**src/rtl/key_debounce_repeat.sv**
```systemverilog
// Push-button conditioner: two-flop synchroniser, debounce, and optional auto-repeat.
// Emits registered one-cycle step/release pulses and a debounced pressed level.
module key_debounce_repeat #(
  parameter int unsigned DEBOUNCE_CYCLES = 1000000,
  parameter int unsigned REPEAT_DELAY    = 25000000,
  parameter int unsigned REPEAT_RATE     = 5000000
) (
  input  logic clk,
  input  logic aclr,
  input  logic key_n,
  input  logic repeat_en,
  output logic level,
  output logic step,
  output logic release_pulse
);

  localparam int unsigned MaxDr = (DEBOUNCE_CYCLES > REPEAT_DELAY) ? DEBOUNCE_CYCLES
                                                                    : REPEAT_DELAY;
  localparam int unsigned MaxCycles = (MaxDr > REPEAT_RATE) ? MaxDr : REPEAT_RATE;
  localparam int unsigned CntW = (MaxCycles > 1) ? $clog2(MaxCycles) : 1;

  localparam logic [CntW-1:0] DebLast   = CntW'(DEBOUNCE_CYCLES - 1);
  localparam logic [CntW-1:0] DelayLast = CntW'(REPEAT_DELAY - 1);
  localparam logic [CntW-1:0] RateLast  = CntW'(REPEAT_RATE - 1);

  typedef enum logic [2:0] {
    StIdle        = 3'd0,
    StPressWait   = 3'd1,
    StHeldDelay   = 3'd2,
    StHeldRepeat  = 3'd3,
    StReleaseWait = 3'd4
  } state_e;

  state_e          state_q, state_d;
  logic [CntW-1:0] cnt_q, cnt_d;
  logic            sync1_q, key_s_q;
  logic            level_q, level_d;
  logic            step_q, step_d;
  logic            rel_q, rel_d;

  always_comb begin
    state_d = state_q;
    cnt_d   = cnt_q;
    level_d = level_q;
    step_d  = 1'b0;
    rel_d   = 1'b0;
    case (state_q)
      StIdle: begin
        level_d = 1'b0;
        if (!key_s_q) begin
          state_d = StPressWait;
          cnt_d   = '0;
        end
      end
      StPressWait: begin
        if (key_s_q) begin
          state_d = StIdle;
          cnt_d   = '0;
        end else if (cnt_q == DebLast) begin
          state_d = StHeldDelay;
          cnt_d   = '0;
          step_d  = 1'b1;
          level_d = 1'b1;
        end else begin
          cnt_d = cnt_q + 1'b1;
        end
      end
      StHeldDelay: begin
        if (key_s_q) begin
          state_d = StReleaseWait;
          cnt_d   = '0;
        end else if (!repeat_en) begin
          cnt_d = '0;
        end else if (cnt_q == DelayLast) begin
          state_d = StHeldRepeat;
          cnt_d   = '0;
          step_d  = 1'b1;
        end else begin
          cnt_d = cnt_q + 1'b1;
        end
      end
      StHeldRepeat: begin
        if (key_s_q) begin
          state_d = StReleaseWait;
          cnt_d   = '0;
        end else if (!repeat_en) begin
          state_d = StHeldDelay;
          cnt_d   = '0;
        end else if (cnt_q == RateLast) begin
          cnt_d  = '0;
          step_d = 1'b1;
        end else begin
          cnt_d = cnt_q + 1'b1;
        end
      end
      StReleaseWait: begin
        // A key that drops again before the debounce ends was bounce; restart the repeat delay.
        if (!key_s_q) begin
          state_d = StHeldDelay;
          cnt_d   = '0;
        end else if (cnt_q == DebLast) begin
          state_d = StIdle;
          cnt_d   = '0;
          level_d = 1'b0;
          rel_d   = 1'b1;
        end else begin
          cnt_d = cnt_q + 1'b1;
        end
      end
      default: begin
        state_d = StIdle;
        cnt_d   = '0;
        level_d = 1'b0;
      end
    endcase
  end

  always_ff @(posedge clk or negedge aclr) begin
    if (!aclr) begin
      sync1_q <= 1'b1;
      key_s_q <= 1'b1;
      state_q <= StIdle;
      cnt_q   <= '0;
      level_q <= 1'b0;
      step_q  <= 1'b0;
      rel_q   <= 1'b0;
    end else begin
      sync1_q <= key_n;
      key_s_q <= sync1_q;
      state_q <= state_d;
      cnt_q   <= cnt_d;
      level_q <= level_d;
      step_q  <= step_d;
      rel_q   <= rel_d;
    end
  end

  assign level         = level_q;
  assign step          = step_q;
  assign release_pulse = rel_q;

endmodule

```
**config.mk**
```make
export PLATFORM = sky130hd
export DESIGN_NAME = key_debounce_repeat
export DESIGN_NICKNAME = d
export VERILOG_FILES = /design/src/rtl/key_debounce_repeat.sv
export SDC_FILE = /design/constraint.sdc
export NUM_CORES = 1
export LEC_CHECK = 0
export ABC_AREA = 1
export BUFFER_PORTS_ARGS = -buffer_cell sky130_fd_sc_hd__buf_4
export CAP_MARGIN = 20
export CORE_ASPECT_RATIO = 0.7
export CORE_MARGIN = 1
export CORE_UTILIZATION = 28
export DETAILED_ROUTE_END_ITERATION = 10
export PLACE_DENSITY_LB_ADDON = 0.05
export SETUP_SLACK_MARGIN = 0.3
export SLEW_MARGIN = 20
export SYNTH_ARGS = -nofsm -noshare
export SYNTH_HDL_FRONTEND = slang
export SYNTH_SLANG_ARGS = --single-unit
```
**constraint.sdc**
```tcl
create_clock -name clk -period 1.85 [get_ports clk]
set_input_delay 0.37 -clock clk [delete_from_list [all_inputs] [get_ports clk]]
set_output_delay 0.37 -clock clk [all_outputs]
set_load 0.02 [all_outputs]
```
==> out/summary.txt, run 1 <==
Worst path slowest cell - dfrtp_1
share of layout cells above drive strength 1 - 19.14%
Post-synth EDFFs - 0
VDD IR max - 0.5386 mV
max-slew violation count - 0
dpl ws - 9.899 ps
TNS Setup - 0 ps
Rows - 27
Max Fclk - 586.9 MHz
top post-synthesis cells by area - dfrtp_1 (34%), nand2_1 (22%), nor2_1 (7.5%), inv_1 (6.9%), xor2_1 (5.0%)
Syn Inst Count - 345
CTS clk-pin slew, worst paths - 60 ps
P per Cell Area - 927.7 nW/µm²
worst-case clock buffer depth - 2
filler cell count in the final layout - 874
top cells by count, synth - nand2_1 (134), nor2_1 (46), inv_1 (42), dfrtp_1 (31), nand3_1 (15)
Finish-stage setup viols - 0
Max-slew headroom - 69.54%
Via-to-Cell Ratio - 4.388
Final Hold Vio Count - 0
Die Area - 8549 µm²
n_diodes - 0
Setup WS post-layout - 146.0 ps
CP delay by family, top - simple AND/OR/NAND/NOR gates
ys flop type - dfrtp_1
Sink Count - 33
total core area - 7905 µm²
final global-route overflow total - 0
yosys warns - 0
Yosys top cell area share - 33.88%
CP required - 2020 ps
largest net degree at the start of global routing - 34
Synth async-reset ratio - 100.0%
Detail Placement HPWL - 4576 µm
Die H - 77.66 µm
Final Critical Period - 1704 ps
Skew-Pair Late Insertion Delay - 280 ps
crit path launch type - flop
cell accounting for the most synthesized area - dfrtp_1
RSZ-0062 raised after global routing - true
Synth cell types - 24
crit path cell chain - or2_4, nor3_1, nand3_1, nand2_2, nand3_4, buf_12, nand2_1, nand2_1
max incr delay on CP - 430 ps
Leak - 1.411 nW
CP Buf/Inv Count - 1
wirelength, routed - 6255 µm
GRT Total Usage - 16.93%
Max Cap Viol - 0
fin nets - 375
area grow syn2layout - 23.22%
Post-Syn Nets - 350
Die Wd - 110.1 µm
Inserted Clock Buffers - 5
post-synthesis register bit count - 33
Arr. time, crit path - 1880 ps
count leader, synth - nand2_1
Setup Skew - 5.782 ps
first-pass GRT wire length - 10,850 µm
average size of a mapped cell - 6.637 µm²
Least-Margin Pin Slew - 456.9 ps
H-tree depth - 2
status - finished, final reports clean
mapped cell area - 2290 µm²
vias after detailed routing - 2,071
number of I/O pins - 7
Hold Crit Class - input port to async pin
CTS tree - yes
root buf cell - clkbuf_16
final period utilization - 92.11%
1st-iter DRT viols - 107
initial antenna violation count - 0
most used cell, CP - nand2_1
Worst Hold Slack - 39.19 ps
gp weighted congestion - 0.8066
vias in the first global route - 2,066
critical path type - flop to flop
CTS Hold Bufs - 0
Worst setup EP type - flop
DR pass1 iterations - 4
Initial Util - 28.96%
IO Port Bufs - 6
drt wl/cell - 13.25 µm
drc violations - 0
crit path max fanout - 25
DRT antenna net count - 0
sequential cell area fraction in the yosys report - 36.17%
==> per-stage QoR <==
| step | instances | cell area (µm²) | util [%] | total power [mW] |
|---|---|---|---|---|
| CTS | 469 | 2760 | 34.92 | 2.592 |
| finish | 472 | 2821 | 35.69 | 2.618 |
| global route | 472 | 2821 | 35.69 | 2.784 |
| global placement | 454 | 2494 | 31.54 | 1.465 |
| floorplan | 345 | 2306 | - | 1.284 |
| detailed placement | 454 | 2494 | 31.54 | 1.463 |
==> per-layer routing <==
layer / part of all wire (%) / GRT usage (%)
met1: 59 / 27.48
met2: 36 / 21.63
met3: 3.4 / 3.782
met4: 1.2 / 4.000
met5: 0 / 0
==> state kept, by name, indices dropped and copies added, names as in the netlist <==
register       flops
key_s_q            1
step               1
sync1_q            1
cnt_q             25
level              1
release_pulse      1
state_q            3
==> cell type report <==
class | count | area, µm² | share of cell area, %
inverter | 43 | 161.4 | 5.721
sequential | 33 | 829.5 | 29.40
clock buffer | 5 | 125.1 | 4.435
tap | 101 | 126.4 | 4.479
multi-input combinational | 263 | 1310 | 46.43
timing repair buffer | 24 | 203.9 | 7.228
clock inverter | 3 | 65.06 | 2.306
==> layout by cell type, fill, tap and decap left out, types with 2 or more instances in the layout <==
master,netlist,final
nor3_1,7,7
inv_1,42,41
buf_6,4,3
nor2_2,1,4
bufinv_16,0,2
nand3b_1,2,2
xnor2_1,3,3
nand4_1,12,12
buf_4,0,20
dfstp_2,2,2
o21ai_1,0,2
nor2_1,46,41
xor2_1,13,13
inv_2,1,2
nor2_4,3,5
nand3_1,15,14
o21ai_0,8,6
nand2_2,12,19
dfrtp_1,31,30
clkbuf_16,0,5
nand2_1,134,126
nand3_4,2,3
==> path summary, 6_finish.rpt <==
kind                                         endpoint  cells after the start                  start  slack [ps]
worst max-delay path            cnt_q[20]$_DFFE_PN0P_                      8  cnt_q[21]$_DFFE_PN0P_         150
worst min-delay path            cnt_q[12]$_DFFE_PN0P_                      1                   aclr          40
worst max register to register  cnt_q[20]$_DFFE_PN0P_                      8  cnt_q[21]$_DFFE_PN0P_         150
worst min register to register      key_s_q$_DFF_PN1_                      0      sync1_q$_DFF_PN1_         350
max in group asynchronous           sync1_q$_DFF_PN1_                      1                   aclr        1460
min in group clk                    sync1_q$_DFF_PN1_                      1                  key_n         190
==> logic make-up (layout without fill, tap and decap cells) <==
logic type	count (synthesis)	count (layout)	share of synthesized area, %
AND/OR/NAND/NOR	236	236	45.52
buffers and inverters	49	75	9.344
adder cells (fa/ha/maj)	1	1	0.5464
flip-flops	33	33	36.17
XOR/XNOR	16	16	6.120
AO/OA/AOI/OAI	10	10	2.295
==> power breakdown <==
group          internal (mW)  total (mW)  switching, mW
clock                  0.769        1.09          0.318
sequential             0.771       0.829         0.0574
combinational          0.244       0.702          0.458
total                   1.78        2.62          0.834
==> what timing repair did <==
action | 4_1_cts | 5_1_grt
pin swaps | 3 | 6
endpoints found under the setup margin | 28 | 31
gates resized for setup | 7 | 14
setup buffers | 7 | 3
endpoints found under the hold margin | 0 | 0
No activity file was read; power rests on OpenSTA's default activity.
==> inputs of run 2 (changes only) <==
--- a/config.mk
+++ b/config.mk
@@ -12,6 +12,7 @@
 export CORE_MARGIN = 1
 export CORE_UTILIZATION = 28
 export DETAILED_ROUTE_END_ITERATION = 10
+export MAX_ROUTING_LAYER = met4
 export PLACE_DENSITY_LB_ADDON = 0.05
 export SETUP_SLACK_MARGIN = 0.3
 export SLEW_MARGIN = 20
==> run 2 against run 1 <==
- first-iteration DRC count did not move
- wire length decreased by 0.64%
- design area unchanged
- cell count is the same
- global-route usage rose by 0.49 points
- flip-flop and latch count is the same
- hold slack better by 1.4 ps
- die area unchanged
- register-to-register slack is essentially flat
- via count fell by 0.29%
- combinational power barely moved
==> out/summary.txt, run 2 (synthesis gave the netlist of run 1 again) <==
status - finished, final reports clean (unchanged)
Worst Setup SP - cnt_q[21]$_DFFE_PN0P_ (unchanged)
Max Fclk - 587.4 MHz (was 586.9 MHz)
Tot Pwr - 2.617 mW (was 2.618 mW)
max incr delay on CP - 430 ps (about the same)
Arr. time, crit path - 1880 ps (about the same)
RSZ-0062 raised after global routing - true (unchanged)
vias in the first global route - 2,065 (was 2,066)
Die Area - 8549 µm² (unchanged)
initial antenna violation count - 0 (unchanged)
Die H - 77.66 µm (unchanged)
CP Buf/Inv Count - 1 (unchanged)
Top Registers - cnt_q: 25 flops, state_q: 3 flops (unchanged)
most used cell, CP - nand2_1 (unchanged)
Worst setup EP type - flop (unchanged)
worst-case clock buffer depth - 2 (unchanged)
Leak - 1.411 nW (unchanged)
Top reg by flops - cnt_q (unchanged)
Sink Count - 33 (unchanged)
IO Port Bufs - 6 (unchanged)
Finish-stage setup viols - 0 (unchanged)
crit path cell chain - or2_4, nor3_1, nand3_1, nand2_2, nand3_4, buf_12, nand2_1, nand2_1 (unchanged)
Hold Crit Class - input port to async pin (unchanged)
Rows - 27 (unchanged)
Final Hold Vio Count - 0 (unchanged)
largest net degree at the start of global routing - 34 (unchanged)
fin nets - 375 (unchanged)
R2R Path Start - cnt_q[21]$_DFFE_PN0P_ (unchanged)
vias after detailed routing - 2,065 (was 2,071)
Setup Skew - 5.715 ps (was 5.782 ps)
root buf cell - clkbuf_16 (unchanged)
share of layout cells above drive strength 1 - 19.14% (unchanged)
DRT antenna net count - 0 (unchanged)
n_diodes - 0 (unchanged)
Skew-Pair Late Insertion Delay - 280 ps (about the same)
final global-route overflow total - 0 (unchanged)
critical path type - flop to flop (unchanged)
drc violations - 0 (unchanged)
drt wl/cell - 13.17 µm (was 13.25 µm)
gp weighted congestion - 0.8184 (was 0.8066)
Detail Placement HPWL - 4576 µm (unchanged)
CP delay by family, top - simple AND/OR/NAND/NOR gates (unchanged)
first-pass GRT wire length - 10,850 µm (unchanged)
final period utilization - 92.02% (was 92.11%)
Final Critical Period - 1702 ps (was 1704 ps)
VDD IR max - 0.5388 mV (was 0.5386 mV)
CP required - 2020 ps (about the same)
max-slew violation count - 0 (unchanged)
Worst path slowest cell - dfrtp_1 (unchanged)
Max-slew headroom - 70.00% (was 69.54%)
Via-to-Cell Ratio - 4.375 (was 4.388)
crit path launch type - flop (unchanged)
area grow syn2layout - 23.22% (unchanged)
Initial Util - 28.96% (unchanged)
P per Cell Area - 927.4 nW/µm² (was 927.7 nW/µm²)
CTS tree - yes (unchanged)
max FFs per register - 25 (unchanged)
most common cell after layout, fill and taps aside - nand2_1 (unchanged)
CTS Hold Bufs - 0 (unchanged)
Inserted Clock Buffers - 5 (unchanged)
crit path max fanout - 25 (unchanged)
most frequent cells in the layout - nand2_1 (126), inv_1 (41), nor2_1 (41) (unchanged)
Die Wd - 110.1 µm (unchanged)
GRT Total Usage - 17.42% (was 16.93%)
total core area - 7905 µm² (unchanged)
DR pass1 iterations - 4 (unchanged)
CTS clk-pin slew, worst paths - 50 ps (was 60 ps)
Max Cap Viol - 0 (unchanged)
H-tree depth - 2 (unchanged)
TNS Setup - 0 ps (unchanged)
1st-iter DRT viols - 107 (unchanged)
number of I/O pins - 7 (unchanged)
Least-Margin Pin Slew - 450.0 ps (was 456.9 ps)
Worst Hold Slack - 40.62 ps (was 39.19 ps)
wirelength, routed - 6215 µm (was 6255 µm)
## run 2: stage by stage
step / std cells / area, µm² / util (%) / setup WS, ps
2_1_floorplan: 345 / 2306 / - / 301.1
3_3_place_gp: 454 / 2494 / 31.54 / 38.31
3_5_place_dp: 454 / 2494 / 31.54 / 9.899
4_1_cts: 469 / 2760 / 34.92 / 135.2
5_1_grt: 472 / 2821 / 35.69 / 18.66
6_report: 472 / 2821 / 35.69 / 147.7
## run 2: final timing paths
check,to,slack (ps),cells past startpoint
worst max-delay path,cnt_q[20]$_DFFE_PN0P_,150,8
worst min-delay path,cnt_q[10]$_DFFE_PN0P_,40,1
worst max register to register,cnt_q[20]$_DFFE_PN0P_,150,8
worst min register to register,key_s_q$_DFF_PN1_,360,0
max in group asynchronous,key_s_q$_DFF_PN1_,1470,1
min in group clk,sync1_q$_DFF_PN1_,190,1
## run 2: power breakdown
group / leakage [nW] / switching (mW) / internal, mW
combinational: 0.869 / 0.458 / 0.244
sequential: 0.448 / 0.0575 / 0.771
clock: 0.0938 / 0.317 / 0.769
## run 2: area by class of cell
class                      instances  area [µm²]
fill                             874        5084
multi-input combinational        263        1310
sequential                        33       829.5
timing repair buffer              24       203.9
inverter                          43       161.4
tap                              101       126.4
clock buffer                       5       125.1
clock inverter                     3       65.06
## run 2: repair_timing
item	in CTS	in global routing
setup buffers	7	3
cloned	0	0
pin swaps	3	6
endpoints found under the hold margin	0	0
gates resized for setup	7	14
setup endpoints to repair	28	31
## run 2: metal layers
metal / vias up / wire length [µm] / GRT usage (%) / part of all wire, %
met1: 917 / 3693 / 27.53 / 59
met5: - / 0 / - / 0
met4: 0 / 71 / 4.000 / 1.1
met2: 31 / 2207 / 21.63 / 36
li1: 1110 / - / - / -
met3: 7 / 243 / 3.782 / 3.9
==> inputs of run 3 (changes only) <==
--- a/config.mk
+++ b/config.mk
@@ -5,7 +5,7 @@
 export SDC_FILE = /design/constraint.sdc
 export NUM_CORES = 1
 export LEC_CHECK = 0
-export ABC_AREA = 1
+export ABC_AREA = 0
 export BUFFER_PORTS_ARGS = -buffer_cell sky130_fd_sc_hd__buf_4
 export CAP_MARGIN = 20
 export CORE_ASPECT_RATIO = 0.7
==> run 3 against run 2 <==
- the run now ends with negative setup slack left
- global-route usage barely moved
- clock-buffer cell count is the same
- clock power decreased by 25%
- cell count is 21% lower
- die area down 16%
- highest routed layer unchanged
- combinational power decreased by 49%
- maximum frequency down 25%
- core utilization is 7.8 points higher
- synthesized cell count is 38% lower
- flip-flop and latch count unchanged
- non-clock buffer count is 47 higher
==> out/summary.txt, run 3 <==
Final Hold Vio Count - 0 (unchanged)
status - finished with violations (was finished, final reports clean)
VDD IR max - 0.2662 mV (was 0.5388 mV)
number of placed cells counting well taps - 351 (was 454)
area grow syn2layout - 45.38% (was 23.22%)
top cells by count, synth - o21ai_0 (35), dfrtp_1 (31), nand2_1 (15), or3_1 (14), nand3_1 (11) (was nand2_1 (134), nor2_1 (46), inv_1 (42), dfrtp_1 (31), nand3_1 (15))
Max Fclk - 442.6 MHz (was 587.4 MHz)
Max-slew headroom - 69.45% (was 70.00%)
Top reg by flops - cnt_q (unchanged)
Post-synth EDFFs - 0 (unchanged)
Die Wd - 101.1 µm (was 110.1 µm)
CTS Hold Bufs - 0 (unchanged)
fin cells - 371 (was 472)
Synth cell types - 45 (was 24)
crit path max fanout - 6 (was 25)
wirelength, routed - 5989 µm (was 6215 µm)
first-pass GRT wire length - 9273 µm (was 10,850 µm)
Post-Synth Adder-Cell Area - 0.6502% (was 0.5464%)
Tot Pwr - 1.933 mW (was 2.617 mW)
most frequent cells in the layout - buf_4 (62), dfrtp_1 (30), o21ai_1 (19) (was nand2_1 (126), inv_1 (41), nor2_1 (41))
crit path launch type - flop (unchanged)
initial antenna violation count - 0 (unchanged)
Area after DPL - 2437 µm² (was 2494 µm²)
Hold Crit Class - input port to async pin (unchanged)
Sink Count - 33 (unchanged)
IO Port Bufs - 6 (unchanged)
vias in the first global route - 1,765 (was 2,065)
Setup Skew - 13.56 ps (was 5.715 ps)
worst-case clock buffer depth - 2 (unchanged)
critical path type - flop to flop (unchanged)
Post-Syn Nets - 219 (was 350)
number of I/O pins - 7 (unchanged)
TNS Setup - -9898 ps (was 0 ps)
GRT Total Usage - 17.38% (was 17.42%)
Skew-Pair Late Insertion Delay - 290 ps (was 280 ps)
dpl ws - -435.1 ps (was 9.899 ps)
final period utilization - 122.1% (was 92.02%)
Rows - 24 (was 27)
n_diodes - 0 (unchanged)
ys flop type - dfrtp_1 (unchanged)
CP required - 2010 ps (was 2020 ps)
DR pass1 iterations - 6 (was 4)
vias after detailed routing - 1,922 (was 2,065)
final global-route overflow total - 0 (unchanged)
post-synthesis register bit count - 33 (unchanged)
Top Registers - cnt_q: 25 flops, state_q: 3 flops (unchanged)
mapped cell area - 1924 µm² (was 2290 µm²)
root buf cell - clkbuf_8 (was clkbuf_16)
Die H - 71.36 µm (was 77.66 µm)
max-slew violation count - 0 (unchanged)
share of layout cells above drive strength 1 - 38.57% (was 19.14%)
CTS tree - yes (unchanged)
1st-iter DRT viols - 90 (was 107)
RSZ-0062 raised after global routing - true (unchanged)
Setup WS post-layout - -409.3 ps (was 147.7 ps)
max FFs per register - 25 (unchanged)
gp weighted congestion - 0.8343 (was 0.8184)
largest family of logic cells by synthesized area - simple AND/OR/NAND/NOR gates (unchanged)
Worst setup EP type - flop (unchanged)
Arr. time, crit path - 2420 ps (was 1880 ps)
fin nets - 284 (was 375)
Final Critical Period - 2259 ps (was 1702 ps)
filler cell count in the final layout - 630 (was 874)
xor-xnor portion of the synthesized cell area - 0% (was 6.120%)
cell accounting for the most synthesized area - dfrtp_1 (unchanged)
failing checks - negative setup slack
Syn Inst Count - 214 (was 345)
Finish-stage setup viols - 31 (was 0)
Least-Margin Pin Slew - 458.3 ps (was 450.0 ps)
Synth async-reset ratio - 100.0% (unchanged)
Simple-Gate Fraction of Synth Area - 30.75% (was 45.52%)
Detail Placement HPWL - 4119 µm (was 4576 µm)
largest net degree at the start of global routing - 34 (unchanged)
post-synthesis mux area share - 1.625% (was 0%)
drt wl/cell - 16.14 µm (was 13.17 µm)
P per Cell Area - 690.9 nW/µm² (was 927.4 nW/µm²)
Die Area - 7213 µm² (was 8549 µm²)
post-synthesis compound-gate area fraction - 19.57% (was 2.295%)
total core area - 6426 µm² (was 7905 µm²)
Leak - 1.248 nW (was 1.411 nW)
CTS clk-pin slew, worst paths - 80 ps (was 50 ps)
yosys warns - 0 (unchanged)
average size of a mapped cell - 8.992 µm² (was 6.637 µm²)
DRT antenna net count - 0 (unchanged)
Yosys top cell area share - 40.31% (was 33.88%)
drc violations - 0 (unchanged)
count leader, synth - o21ai_0 (was nand2_1)
H-tree depth - 2 (unchanged)
most common cell after layout, fill and taps aside - buf_4 (was nand2_1)
sequential cell area fraction in the yosys report - 43.04% (was 36.17%)
Initial Util - 29.95% (was 28.96%)
design area - 2798 µm² (was 2821 µm²)
Via-to-Cell Ratio - 5.181 (was 4.375)
Inserted Clock Buffers - 5 (unchanged)
top post-synthesis cells by area - dfrtp_1 (40%), o21ai_0 (9.1%), or3_1 (4.6%), nand2_1 (2.9%), nand3_1 (2.9%) (was dfrtp_1 (34%), nand2_1 (22%), nor2_1 (7.5%), inv_1 (6.9%), xor2_1 (5.0%))
Max Cap Viol - 0 (unchanged)
## run 3: cell types whose count changed after synthesis, moves of 12 or more
cell     before  now
nand2_2      12    0
xor2_1       13    0
nand2_1     134   15
or3_1         0   14
o21ai_0       8   35
inv_1        42    6
nor2_1       46    9
## run 3: power breakdown
part	switching (mW)	internal [mW]
clock	0.285	0.536
combinational	0.206	0.153
sequential	0.0121	0.741
total	0.504	1.43
## run 3: per-stage QoR
stage | hold WS, ps | util, %
3_3_place_gp | 345.6 | 37.93
5_1_grt | 52.01 | 43.54
2_1_floorplan | 74.41 | -
3_5_place_dp | 351.6 | 37.93
4_1_cts | 45.61 | 41.43
6_report | 24.96 | 43.54
## run 3: path summary, 6_finish.rpt
path	slack, ps	startpoint	end	depth (start not counted)
worst min register to register	370	sync1_q$_DFF_PN1_	key_s_q$_DFF_PN1_	0
max in group asynchronous	1460	aclr	cnt_q[12]$_DFFE_PN0P_	1
worst min-delay path	20	aclr	cnt_q[18]$_DFFE_PN0P_	1
worst max register to register	-410	cnt_q[12]$_DFFE_PN0P_	cnt_q[24]$_DFFE_PN0P_	9
min in group clk	180	key_n	sync1_q$_DFF_PN1_	1
worst max-delay path	-410	cnt_q[12]$_DFFE_PN0P_	cnt_q[24]$_DFFE_PN0P_	9
## run 3: worst max-delay path, cell delays in order (launching register included)
cell     delay, ps
dfrtp_2        430
or4b_4         500
nor4_4         210
buf_4          180
a31oi_4        100
a21oi_4        170
buf_12         140
buf_6           90
o21ai_2         50
mux2_4         260
## run 3: routing by layer
metal	GRT usage [%]	vias to the layer above	routed length [µm]
met3	3.805	2	282
met5	-	-	0
met4	3.221	0	22
li1	-	932	-
met1	26.19	942	3070
met2	23.66	46	2615
## run 3: logic make-up (layout without fill, tap and decap cells)
| group | Yosys count | count (layout) |
|---|---|---|
| fa+ha+maj | 1 | 1 |
| simple gates | 98 | 98 |
| flops | 33 | 33 |
| buf+inv | 19 | 85 |
| compound gates | 60 | 60 |
| mux | 3 | 3 |
## run 3: repair_timing
action,in CTS,in global routing
gates cloned,0,2
setup buffers,3,7
setup endpoints to repair,31,31
pin swaps,6,8
resized for setup,18,16
## run 3: area by class of cell
type / count / area (µm²) / share of cell area, %
well taps: 91 / 113.9 / 4.070
clock inverters: 3 / 65.06 / 2.326
inverters: 6 / 22.52 / 0.8050
repair buffers: 71 / 596.8 / 21.33
flip-flops and latches: 33 / 829.5 / 29.65
multi-input cells: 162 / 1101 / 39.36
clock buffers: 5 / 68.82 / 2.460
